$ cat src/rtl/mmio_timer_if.sv
// Bus interface for the mmio_timer responder: the same ce/we/addr/sel/data
// signalling the core already uses towards data_ram.
interface mmio_timer_if;
    logic        ce;
    logic        we;
    logic [31:0] addr;
    logic [3:0]  sel;
    logic [31:0] data_i;
    logic [31:0] data_o;

    modport master (
        output ce, we, addr, sel, data_i,
        input  data_o
    );

    modport slave (
        input  ce, we, addr, sel, data_i,
        output data_o
    );
endinterface

$ cat src/rtl/mmio_timer.sv
// mmio_timer: memory-mapped 32-bit timer/compare peripheral.
// Registers: CTRL(0x00) COUNT(0x04) COMPARE(0x08) STATUS(0x0C) PRESCALE(0x10).
// Reads are combinational, writes commit per byte lane at the rising edge.
// Optional prescaler enabled by defining MMIO_TIMER_PRESCALE_EN; without it
// offset 0x10 reads zero and the counter ticks every enabled cycle.
module mmio_timer #(
    parameter logic [31:0] BASE_ADDR     = 32'h2000_0000,
    parameter logic [31:0] RESET_COMPARE = 32'hFFFF_FFFF
) (
    input  logic        clk,
    input  logic        rst,
    mmio_timer_if.slave bus,
    output logic        irq_o
);
    localparam logic [2:0] IDX_CTRL     = 3'd0;
    localparam logic [2:0] IDX_COUNT    = 3'd1;
    localparam logic [2:0] IDX_COMPARE  = 3'd2;
    localparam logic [2:0] IDX_STATUS   = 3'd3;
    localparam logic [2:0] IDX_PRESCALE = 3'd4;

    logic        hit;
    logic        wr_en;
    logic [2:0]  reg_idx;
    logic [31:0] lane_mask;
    logic        tick;
    logic        match_hit;
    logic [31:0] prescale_rd;

    logic [2:0]  ctrl_reg, ctrl_next;
    logic [31:0] count_reg, count_next;
    logic [31:0] compare_reg, compare_next;
    logic        match_reg, match_next;

    assign hit     = bus.ce && (bus.addr[31:5] == BASE_ADDR[31:5]);
    assign wr_en   = hit && bus.we;
    assign reg_idx = bus.addr[4:2];

    // Expand the byte-lane enables into a bit mask for partial writes
    genvar gi;
    generate
        for (gi = 0; gi < 4; gi++) begin : g_lane
            assign lane_mask[8*gi +: 8] = {8{bus.sel[gi]}};
        end
    endgenerate

    function automatic logic [31:0] merge(input logic [31:0] old_val,
                                          input logic [31:0] new_val,
                                          input logic [31:0] mask);
        return (old_val & ~mask) | (new_val & mask);
    endfunction

`ifdef MMIO_TIMER_PRESCALE_EN
    logic [31:0] prescale_reg, prescale_next;
    logic [31:0] pcnt_reg, pcnt_next;

    assign tick        = ctrl_reg[0] && (pcnt_reg == prescale_reg);
    assign prescale_rd = prescale_reg;

    // Prescaler: counts enabled cycles, a PRESCALE write restarts it
    always_comb begin
        prescale_next = prescale_reg;
        pcnt_next     = pcnt_reg;
        if (ctrl_reg[0]) begin
            pcnt_next = tick ? 32'd0 : pcnt_reg + 32'd1;
        end
        if (wr_en && (reg_idx == IDX_PRESCALE)) begin
            prescale_next = merge(prescale_reg, bus.data_i, lane_mask);
            pcnt_next     = 32'd0;
        end
    end

    // Prescaler state registers
    always_ff @(posedge clk or negedge rst) begin
        if (!rst) begin
            prescale_reg <= 32'd0;
            pcnt_reg     <= 32'd0;
        end else begin
            prescale_reg <= prescale_next;
            pcnt_reg     <= pcnt_next;
        end
    end
`else
    assign tick        = ctrl_reg[0];
    assign prescale_rd = 32'd0;
`endif

    // Next-state: tick advances COUNT, bus writes override it, match beats W1C
    always_comb begin
        match_hit    = tick && (count_reg == compare_reg);
        ctrl_next    = ctrl_reg;
        count_next   = count_reg;
        compare_next = compare_reg;
        match_next   = match_reg;
        if (tick) begin
            count_next = (match_hit && ctrl_reg[1]) ? 32'd0 : count_reg + 32'd1;
        end
        if (wr_en) begin
            case (reg_idx)
                IDX_CTRL:    if (bus.sel[0]) ctrl_next = bus.data_i[2:0];
                IDX_COUNT:   count_next   = merge(count_reg, bus.data_i, lane_mask);
                IDX_COMPARE: compare_next = merge(compare_reg, bus.data_i, lane_mask);
                IDX_STATUS:  if (bus.sel[0] && bus.data_i[0]) match_next = 1'b0;
                default:     ;
            endcase
        end
        if (match_hit) begin
            match_next = 1'b1;
        end
    end

    // Timer state registers
    always_ff @(posedge clk or negedge rst) begin
        if (!rst) begin
            ctrl_reg    <= 3'd0;
            count_reg   <= 32'd0;
            compare_reg <= RESET_COMPARE;
            match_reg   <= 1'b0;
        end else begin
            ctrl_reg    <= ctrl_next;
            count_reg   <= count_next;
            compare_reg <= compare_next;
            match_reg   <= match_next;
        end
    end

    // Combinational read mux; zero when not a read hit
    always_comb begin
        bus.data_o = 32'd0;
        if (hit && !bus.we) begin
            case (reg_idx)
                IDX_CTRL:     bus.data_o = {29'd0, ctrl_reg};
                IDX_COUNT:    bus.data_o = count_reg;
                IDX_COMPARE:  bus.data_o = compare_reg;
                IDX_STATUS:   bus.data_o = {31'd0, match_reg};
                IDX_PRESCALE: bus.data_o = prescale_rd;
                default:      bus.data_o = 32'd0;
            endcase
        end
    end

    assign irq_o = match_reg & ctrl_reg[2];
endmodule
$ cat src/flat_wrapper.sv
// flat-port wrapper written by rule: the top's interface ports become plain ports
module mmio_timer_flat 
#(
    parameter logic [31:0] BASE_ADDR     = 32'h2000_0000,
    parameter logic [31:0] RESET_COMPARE = 32'hFFFF_FFFF
)
  (clk, rst, irq_o, bus_ce, bus_we, bus_addr, bus_sel, bus_data_i, bus_data_o);
  mmio_timer_if bus_i ();
  input  logic clk;
  input  logic rst;
  output logic irq_o;
  input wire logic [$bits(bus_i.ce)-1:0] bus_ce;
  input wire logic [$bits(bus_i.we)-1:0] bus_we;
  input wire logic [$bits(bus_i.addr)-1:0] bus_addr;
  input wire logic [$bits(bus_i.sel)-1:0] bus_sel;
  input wire logic [$bits(bus_i.data_i)-1:0] bus_data_i;
  output wire logic [$bits(bus_i.data_o)-1:0] bus_data_o;
  assign bus_i.ce = bus_ce;
  assign bus_i.we = bus_we;
  assign bus_i.addr = bus_addr;
  assign bus_i.sel = bus_sel;
  assign bus_i.data_i = bus_data_i;
  assign bus_data_o = bus_i.data_o;
  mmio_timer #(.BASE_ADDR(BASE_ADDR), .RESET_COMPARE(RESET_COMPARE)) u_core (.clk(clk), .rst(rst), .bus(bus_i), .irq_o(irq_o));
endmodule
$ cat config.mk
export PLATFORM = sky130hd
export DESIGN_NAME = mmio_timer_flat
export DESIGN_NICKNAME = d
export VERILOG_FILES = /design/src/rtl/mmio_timer_if.sv /design/src/rtl/mmio_timer.sv /design/src/flat_wrapper.sv
export SDC_FILE = /design/constraint.sdc
export NUM_CORES = 1
export LEC_CHECK = 0
export ABC_AREA = 1
export CAP_MARGIN = 20
export CORE_MARGIN = 1.5
export CORE_UTILIZATION = 40
export CTS_CLUSTER_DIAMETER = 100
export DETAILED_ROUTE_END_ITERATION = 8
export GPL_ROUTABILITY_DRIVEN = 0
export GPL_TIMING_DRIVEN = 0
export PLACE_DENSITY = 0.61
export SYNTH_ARGS = -nofsm -noshare
export SYNTH_HDL_FRONTEND = slang
export SYNTH_SLANG_ARGS = --single-unit
export TNS_END_PERCENT = 50
$ cat constraint.sdc
create_clock -name clk -period 1.85 [get_ports clk]
set_input_delay 0.37 -clock clk [delete_from_list [all_inputs] [get_ports clk]]
set_output_delay 0.37 -clock clk [all_outputs]
set_load 0.01 [all_outputs]
=== Word level (Yosys, flattened, before mapping) ===
Index checks and enable logic that the tools add are counted.

* Register bits: 68
* Input bits: 72
* Output and inout port bits: 33
* Logic and storage cells: 41

* $add $sub $neg: 1
* Equality and inequality tests: 5
* Muxes and demuxes: 10
* Bitwise logic cells: 7
* Reduce and logical (&&, ||, !) cells: 14

{| class="wikitable"
|+ Operators by type and width
! operator !! number
|-
| $mux W32 || 5
|-
| $pmux W32 S4 || 1
|-
| $and A32 B32 Y32 || 3
|-
| $or A32 B32 Y32 || 2
|-
| $add A32 B1 Y32 const B || 1
|-
| $eq A32 B32 Y1 || 1
|-
| $not A32 Y32 || 1
|-
| $eq A27 B25 Y1 const B || 1
|-
| $eq A3 B2 Y1 const B || 2
|-
| $logic_and A1 B1 Y1 || 6
|-
| $reduce_and A3 Y1 || 2
|-
| $reduce_bool A2 Y1 || 3
|-
| $mux W1 || 4
|-
| $eq A3 B1 Y1 const B || 1
|-
| $logic_not A3 Y1 || 1
|-
| $reduce_and A2 Y1 || 1
|-
| $and A1 B1 Y1 || 1
|-
| $logic_not A1 Y1 || 1
|}

=== Logic depth before layout (Yosys ltp) ===
* Word-level depth: 7
* Mapped depth: 14
* Depth with buffers taken out: 13

=== Worst setup path after synthesis ===
No wires, ideal clock.

* Kind: input to output
* Start: in bus_addr[28]
* End: out bus_data_o[2]
* Arrival: 1.427 ns
* Data required time: 1.480 ns
* Path slack: 0.053 ns
* Stages on the path: 8
* Buffers on the path: 1
* Path through: nor2_1 -> nand2_1 -> nor2_1 -> nand2b_1 -> nor2_2 -> nand2_1 -> clkbuf_1 -> a31oi_1

* Longest elaborated chain between the ends: 4

{| class="wikitable"
|+ Ends and longest elaborated chain
! item !! RTL line !! text
|-
| from (decl) || flat_wrapper.sv:14 || <nowiki>input wire logic [$bits(bus_i.addr)-1:0] bus_addr;</nowiki>
|-
| $eq A27 B25 Y1 || mmio_timer.sv:34 || <nowiki>assign hit = bus.ce && (bus.addr[31:5] == BASE_ADDR[31:5]);</nowiki>
|-
| $logic_and A1 B1 Y1 || mmio_timer.sv:34 ||
|-
| $logic_and A1 B1 Y1 || mmio_timer.sv:129 || <nowiki>if (hit && !bus.we) begin</nowiki>
|-
| $mux W32 || mmio_timer.sv:129 ||
|-
| to (decl) || flat_wrapper.sv:17 || <nowiki>output wire logic [$bits(bus_i.data_o)-1:0] bus_data_o;</nowiki>
|}

Every way passes these cells.

=== Worst setup path in the final report ===
* Start: in bus_addr[29]
* End: out bus_data_o[2]

The elaborated chain is that of the path after synthesis.

==> reports/qor.csv <==
stage,metric,value,unit
timing,worst_pin_slew,487.7,ps
clock_network,clk_latency,350,ps
min_path,hp-class,in -> async,
layout,insertedDiodeCount,0,
clock_network,clockBufferDepth,2,
placed_design,pre_cts_slack,-1355,ps
timing,setup_viol,65,
clock_network,cts-root-buf,clkbuf_16,
route,dr.first_iter.drc_count,465,
logic_synthesis,yosysSeqAreaShare,30.46,%
timing,rsz0062_at_grt,true,
global_route,grt_antenna_before_repair,0,
clock_network,postCtsHoldBufs,0,
logic_synthesis,synth-async-reset-ratio,100.0,%
logic_synthesis,mappedNetlistArea,5718,um2
worst_setup_path,crit_type,in -> out,
clock_network,cts.htree.levels,3,
route,drc,0,
logic_synthesis,ys_seq_elements,68,
floorplanning,start_util,41.03,%
worst_setup_path,endpoint_kind,output port,
layout,drive_gt1_share,31.28,%
floorplanning,coreArea,13930,um2
route,via_per_inst,5.264,
floorplanning,pin_count,105,
floorplanning,die_area,15020,um2
logic_synthesis,synth_compound_area_share,9.628,%
worst_setup_path,crit_slowest_cell,clkdlybuf4s15_1,
route,vias,6670,
layout,area_delta_synth_final,40.18,%
worst_setup_path,cp.arrival,1630,ps
global_route,grt-ovfl-total,0,
global_route,grt_pass1_vias,6326,
power_and_ir_drop,p_leak,3.778,nW
floorplanning,die_h,122.6,um
logic_synthesis,yosys.area_share.adder,0.2188,%
logic_synthesis,ys.flop_type,dfrtp_1,
logic_synthesis,yosysWarningCount,0,
clock_network,path_clk_slew,50,ps
power_and_ir_drop,vdd_drop_max,344.0,uV
outcome,status,finished with violations,
global_route,grt.total_usage,29.13,%
worst_setup_path,worstPathMaxFanout,8,
worst_setup_path,startpoint_type,input pin,
route,wl_per_cell,16.90,um
global_route,grt_pass1_wl,33.20,mm
timing,setup_slack,-147.2,ps
route,firstDrtPassIters,8,
timing,finalMaxSlewViolations,0,
outcome,violations,setup timing,
timing,fin_worst_skew,5.561,ps
logic_synthesis,synth_xor_area_share,2.451,%
logic_synthesis,synth_top_family_by_area,simple AND/OR/NAND/NOR gates,
power_and_ir_drop,powerDensity,427.7,nW/um2
worst_setup_path,critPathMaxStageDelay,190,ps
worst_setup_path,worstPathRequired,1480,ps
route,postRouteAntennaNets,0,
clock_network,cts-buffers-inserted,9,
layout,fin_nets,1157,
timing,tns,-6035,ps
logic_synthesis,syn_area_per_cell,6.182,um2
logic_synthesis,synth-edff-count,0,
layout,final_cell_mix,"309 x nand2_1, 93 x nor2_1, 87 x inv_1",
floorplanning,fp.dieW,122.6,um
clock_network,cts.sink_count,68,
floorplanning,rows,43,
logic_synthesis,synth_mux_area_share,0,%
timing,timing.hold.ws,33.53,ps
logic_synthesis,ys_types,44,
timing,period_minus_slack,1997,ps
timing,max_slew_margin,67.23,%
global_route,grt_max_degree,69,
layout,layout_commonest_cell,nand2_1,
worst_setup_path,path_cells,clkdlybuf4s15_1 > nand4_1 > nand2b_4 > nor2_4 > nand2_8 > clkbuf_16 > a31oi_1 > buf_2,
logic_synthesis,synth_simple_gate_area_share,46.81,%
timing,max_freq,0.5007,GHz
logic_synthesis,syn-num-nets,998,
route,wl,21.41,mm
run,maxCapViolations,0,
placed_design,hpwl,15.05,mm
placed_design,io_buffers,100,
logic_synthesis,syn_inst,925,
clock_network,cts_tree,built,
timing,finalCritPeriodShare,108.0,%
timing,hold_viol_final,0,
-- synthesized netlist by cell type (3+ instances only) --
cell,n,share of area (%)
nor3_1,10,0.88
nand3_2,15,2.6
a21oi_2,4,0.61
nor3_2,4,0.70
o21ai_0,37,3.2
buf_6,4,0.79
nor4_1,3,0.33
dfstp_2,32,15
xor2_1,13,2.0
inv_2,13,0.85
nand4_1,22,2.4
nor2_4,6,1.2
dfrtp_1,36,16
nand2_2,5,0.55
a21oi_1,57,5.0
nor2_2,6,0.66
inv_1,100,6.6
xnor2_1,3,0.46
nand3_1,64,5.6
buf_2,8,0.70
nor2_1,110,7.2
clkbuf_1,16,1.1
nand2_1,329,22
buf_4,3,0.39
-- layout make-up --
cell class	instances	area (um2)
clock buffer	11	242.7
multi-input combinational	712	3730
fill	1396	5919
tap	180	225.2
clock inverter	3	15.01
sequential	68	1752
timing repair inverter	1	7.507
buffer	32	359.1
inverter	113	429.2
timing repair buffer	147	1255
-- repair_timing --
item	CTS	global route
pin swaps	25	35
gates resized for setup	326	89
setup buffers	30	10
setup endpoints to repair	88	91
gates cloned	5	2
-- where the power goes --
group,internal (mW),switching (mW),leakage (nW)
registers,1.49,0.0000000409,0.812
clock network,0.921,0.664,0.131
logic,0.181,0.171,2.84
-- stage by stage --
step | std cells | area, um2 | power, mW | util (%)
finish | 1267 | 8015 | 3.428 | 57.52
detailed placement | 1206 | 6969 | 1.811 | 50.01
floorplan | 925 | 5718 | 1.585 | -
global route | 1267 | 8015 | 3.527 | 57.52
CTS | 1255 | 7606 | 3.424 | 54.58
global placement | 1205 | 6944 | 1.804 | 49.83
-- kinds of logic after synthesis --
| logic type | count (synthesis) |
|---|---|
| DFF | 68 |
| and+or+nand+nor | 590 |
| AOI/OAI and AO/OA | 105 |
| xor gates and xnor gates | 16 |
| buffers and inverters | 145 |
| adders and majority gates | 1 |
-- critical path: cells and delay by family --
family | cells | cell delay [ps]
AO/OA/AOI/OAI | 1 | 140
AND/OR/NAND/NOR | 4 | 570
buffers and inverters | 3 | 530
-- path summary, 6_finish.rpt --
| kind | from | to | slack (ps) | cells after the start |
|---|---|---|---|---|
| hold reg to reg | register | register | 480 | 2 |
| setup reg to reg | register | register | -120 | 7 |
| setup / recovery | bus_addr[29] | bus_data_o[2] | -150 | 8 |
| hold / removal | rst | async pin | 30 | 2 |
| max in group asynchronous | rst | async pin | 1480 | 2 |
| min in group clk | bus_sel[2] | register | 430 | 3 |
-- per-layer routing --
metal  GRT usage [%]  routed length, um  share of wire, %  vias to the layer above
met2           48.60              10180                48                      221
li1                -                  -                 -                     3251
met3           4.600               1396               6.5                       41
met4           7.485                488               2.3                        0
met5               0                  0                 0                        -
met1           39.37               9344                44                     3157
(Power assumes the default switching activity.)
==> RTL edit (same flow settings) <==
Build with the macro `MMIO_TIMER_PRESCALE_EN` defined.
--- a/src/rtl/mmio_timer.sv
+++ b/src/rtl/mmio_timer.sv
@@ -3,6 +3,8 @@
 // Reads are combinational, writes commit per byte lane at the rising edge.
 // Optional prescaler enabled by defining MMIO_TIMER_PRESCALE_EN; without it
 // offset 0x10 reads zero and the counter ticks every enabled cycle.
+`define MMIO_TIMER_PRESCALE_EN
+
 module mmio_timer #(
     parameter logic [31:0] BASE_ADDR     = 32'h2000_0000,
     parameter logic [31:0] RESET_COMPARE = 32'hFFFF_FFFF
Check against the original RTL: not equivalent (Yosys sat finds a counterexample within 4 cycles, from zero or initial values and one cycle with rst low).
==> RTL edit against the unedited design <==
The flow still finishes with violations (setup timing). Global-route usage is 2.0 points higher. Sequential cell count is 64 higher. Maximum frequency is 17% lower. Worst hold slack better by 0.42 ns. Worst setup slack worse by 0.42 ns. Routed wire length is 90% higher. Synthesized area is 71% higher. Final area is 79% higher. Total power is 99% higher. Clock skew is 0.011 ns higher. Combinational power is 38% higher. Highest routed layer unchanged.
==> RTL edit: results (changes against the unedited design) <==
status: "finished with violations"  # unchanged
violations: "setup timing"  # unchanged
p_seq_share_pct: 42.4  # was 43.5%
place_ws_ns: -1.76  # was -1.36 ns
numCtsBuffers: 17  # was 9
yosys-top-cells-count: "534 x nand2_1, 200 x inv_1, 166 x nor2_1"  # was 329 x nand2_1, 110 x nor2_1, 100 x inv_1
r2r_cells: 16  # was 7
routed_wl_mm: 40.8  # was 21.4 mm
antenna_found_initial: 0  # unchanged
port_buffers: 101  # was 100
drt_iter0_drc: 1236  # was 465
rrSetupSlack_ns: -0.38  # was -0.12 ns
vdd.ir_drop.worst_v: 0.000441  # was 0.000344 V
clk_latency_ns: 0.45  # was 0.35 ns
clock_skew_ns: 0.0166  # was 0.00556 ns
p_leak_uw: 0.00636  # was 0.00378 uW
drive_above_1_share_pct: 30.9  # was 31.3%
wl_met1_mm: 16.3  # was 9.34 mm
wl_met3_mm: 2.81  # was 1.40 mm
use_met1_pct: 39.0  # was 39.4%
grt_max_degree: 81  # was 69
syn_nets: 1628  # was 998
cp_max_fo: 10  # was 8
final.setup.tns_ns: -29.65  # was -6.03 ns
grtUsageTotal_pct: 31.1  # was 29.1%
vias_per_cell: 5.48  # was 5.26
clock_power_uw: 3430  # was 1580 uW
grtUsageMet3_pct: 4.92  # was 4.60%
grt_use_met2_pct: 52.6  # was 48.6%
slowest_delay_ns: 0.32  # was 0.19 ns
firstDrtPassIters: 8  # unchanged
synth-seq-area-share_pct: 34.2  # was 30.5%
worst_hold_slack_ns: 0.456  # was 0.0335 ns
min_path_type: "in -> async"  # unchanged
dp_hpwl_mm: 28.3  # was 15.1 mm
fin_nets: 1872  # was 1157
fillers: 2220  # was 1396
crit_arrival_ns: 2.05  # was 1.63 ns
tightest_slew_ns: 0.586  # was 0.488 ns
swShare_pct: 27.9  # was 24.3%
slowest_stage: "dlygate4sd2_1"  # was clkdlybuf4s15_1
worst_slack_ns: -0.568  # was -0.147 ns
wl_met2_mm: 19.6  # was 10.2 mm
finalSetupViolCount: 104  # was 65
grt_pass1_wl_mm: 61.3  # was 33.2 mm
ctsHtreeMaxLevel: 4  # was 3
clk_pin_slew_ns: 0.07  # was 0.05 ns
[RTL edit: cell count changes in the layout (fill, tap and decap cells not counted), moves of 32 or more]
cell / unedited run / this run
buf_4: 44 / 96
buf_6: 19 / 51
nand2_1: 309 / 497
dfrtp_1: 28 / 62
inv_1: 87 / 185
o21ai_0: 35 / 67
[RTL edit: critical path, delay by kind of cell]
family	cells	cell delay [ns]
compound gates	1	0.19
simple gates	3	0.55
buf+inv	4	0.92
[RTL edit: layout make-up]
class	count	area (sq um)	share of cell area, %
timing repair buffer	224	2010	14.0
tap	324	405	2.83
timing repair inverter	1	6.26	0.0437
clock inverter	14	131	0.918
inverter	212	828	5.79
sequential	132	3390	23.7
clock buffer	18	439	3.07
buffer	48	452	3.15
multi-input combinational	1162	6660	46.5
[RTL edit: cells by family after synthesis]
kind of cell,synth area share (%)
simple gates,40.8
xor+xnor,2.59
fa+ha+maj,0.256
buf+inv,10.9
flops,34.2
compound gates,11.2
[RTL edit: worst max path at each step]
stage / slack [ns] / cells past startpoint / endpoint / startpoint
detailed placement: -1.76 / 7 / bus_data_o[31] / bus_addr[4]
global placement: -5.36 / 1 / async pin / rst
floorplan: -0.18 / 7 / bus_data_o[24] / bus_addr[22]
global route: -0.66 / 9 / bus_data_o[29] / bus_addr[18]
CTS: -0.78 / 10 / bus_data_o[30] / bus_addr[21]
finish: -0.57 / 8 / bus_data_o[28] / bus_addr[2]
[RTL edit: timing repair]
item / in CTS / in global routing
buffers inserted: 66 / 66
hold endpoints to repair: 44 / 0
hold buffers: 1 / 0
gates cloned: 5 / 4
setup endpoints to repair: 165 / 165
pin swaps: 42 / 92
resized for setup: 383 / 284
[RTL edit: per-stage QoR]
step,cell area (sq um),instances
floorplan,9960,1554
global placement,11400,1979
detailed placement,11400,1980
CTS,13100,2084
global route,14300,2135
finish,14300,2135
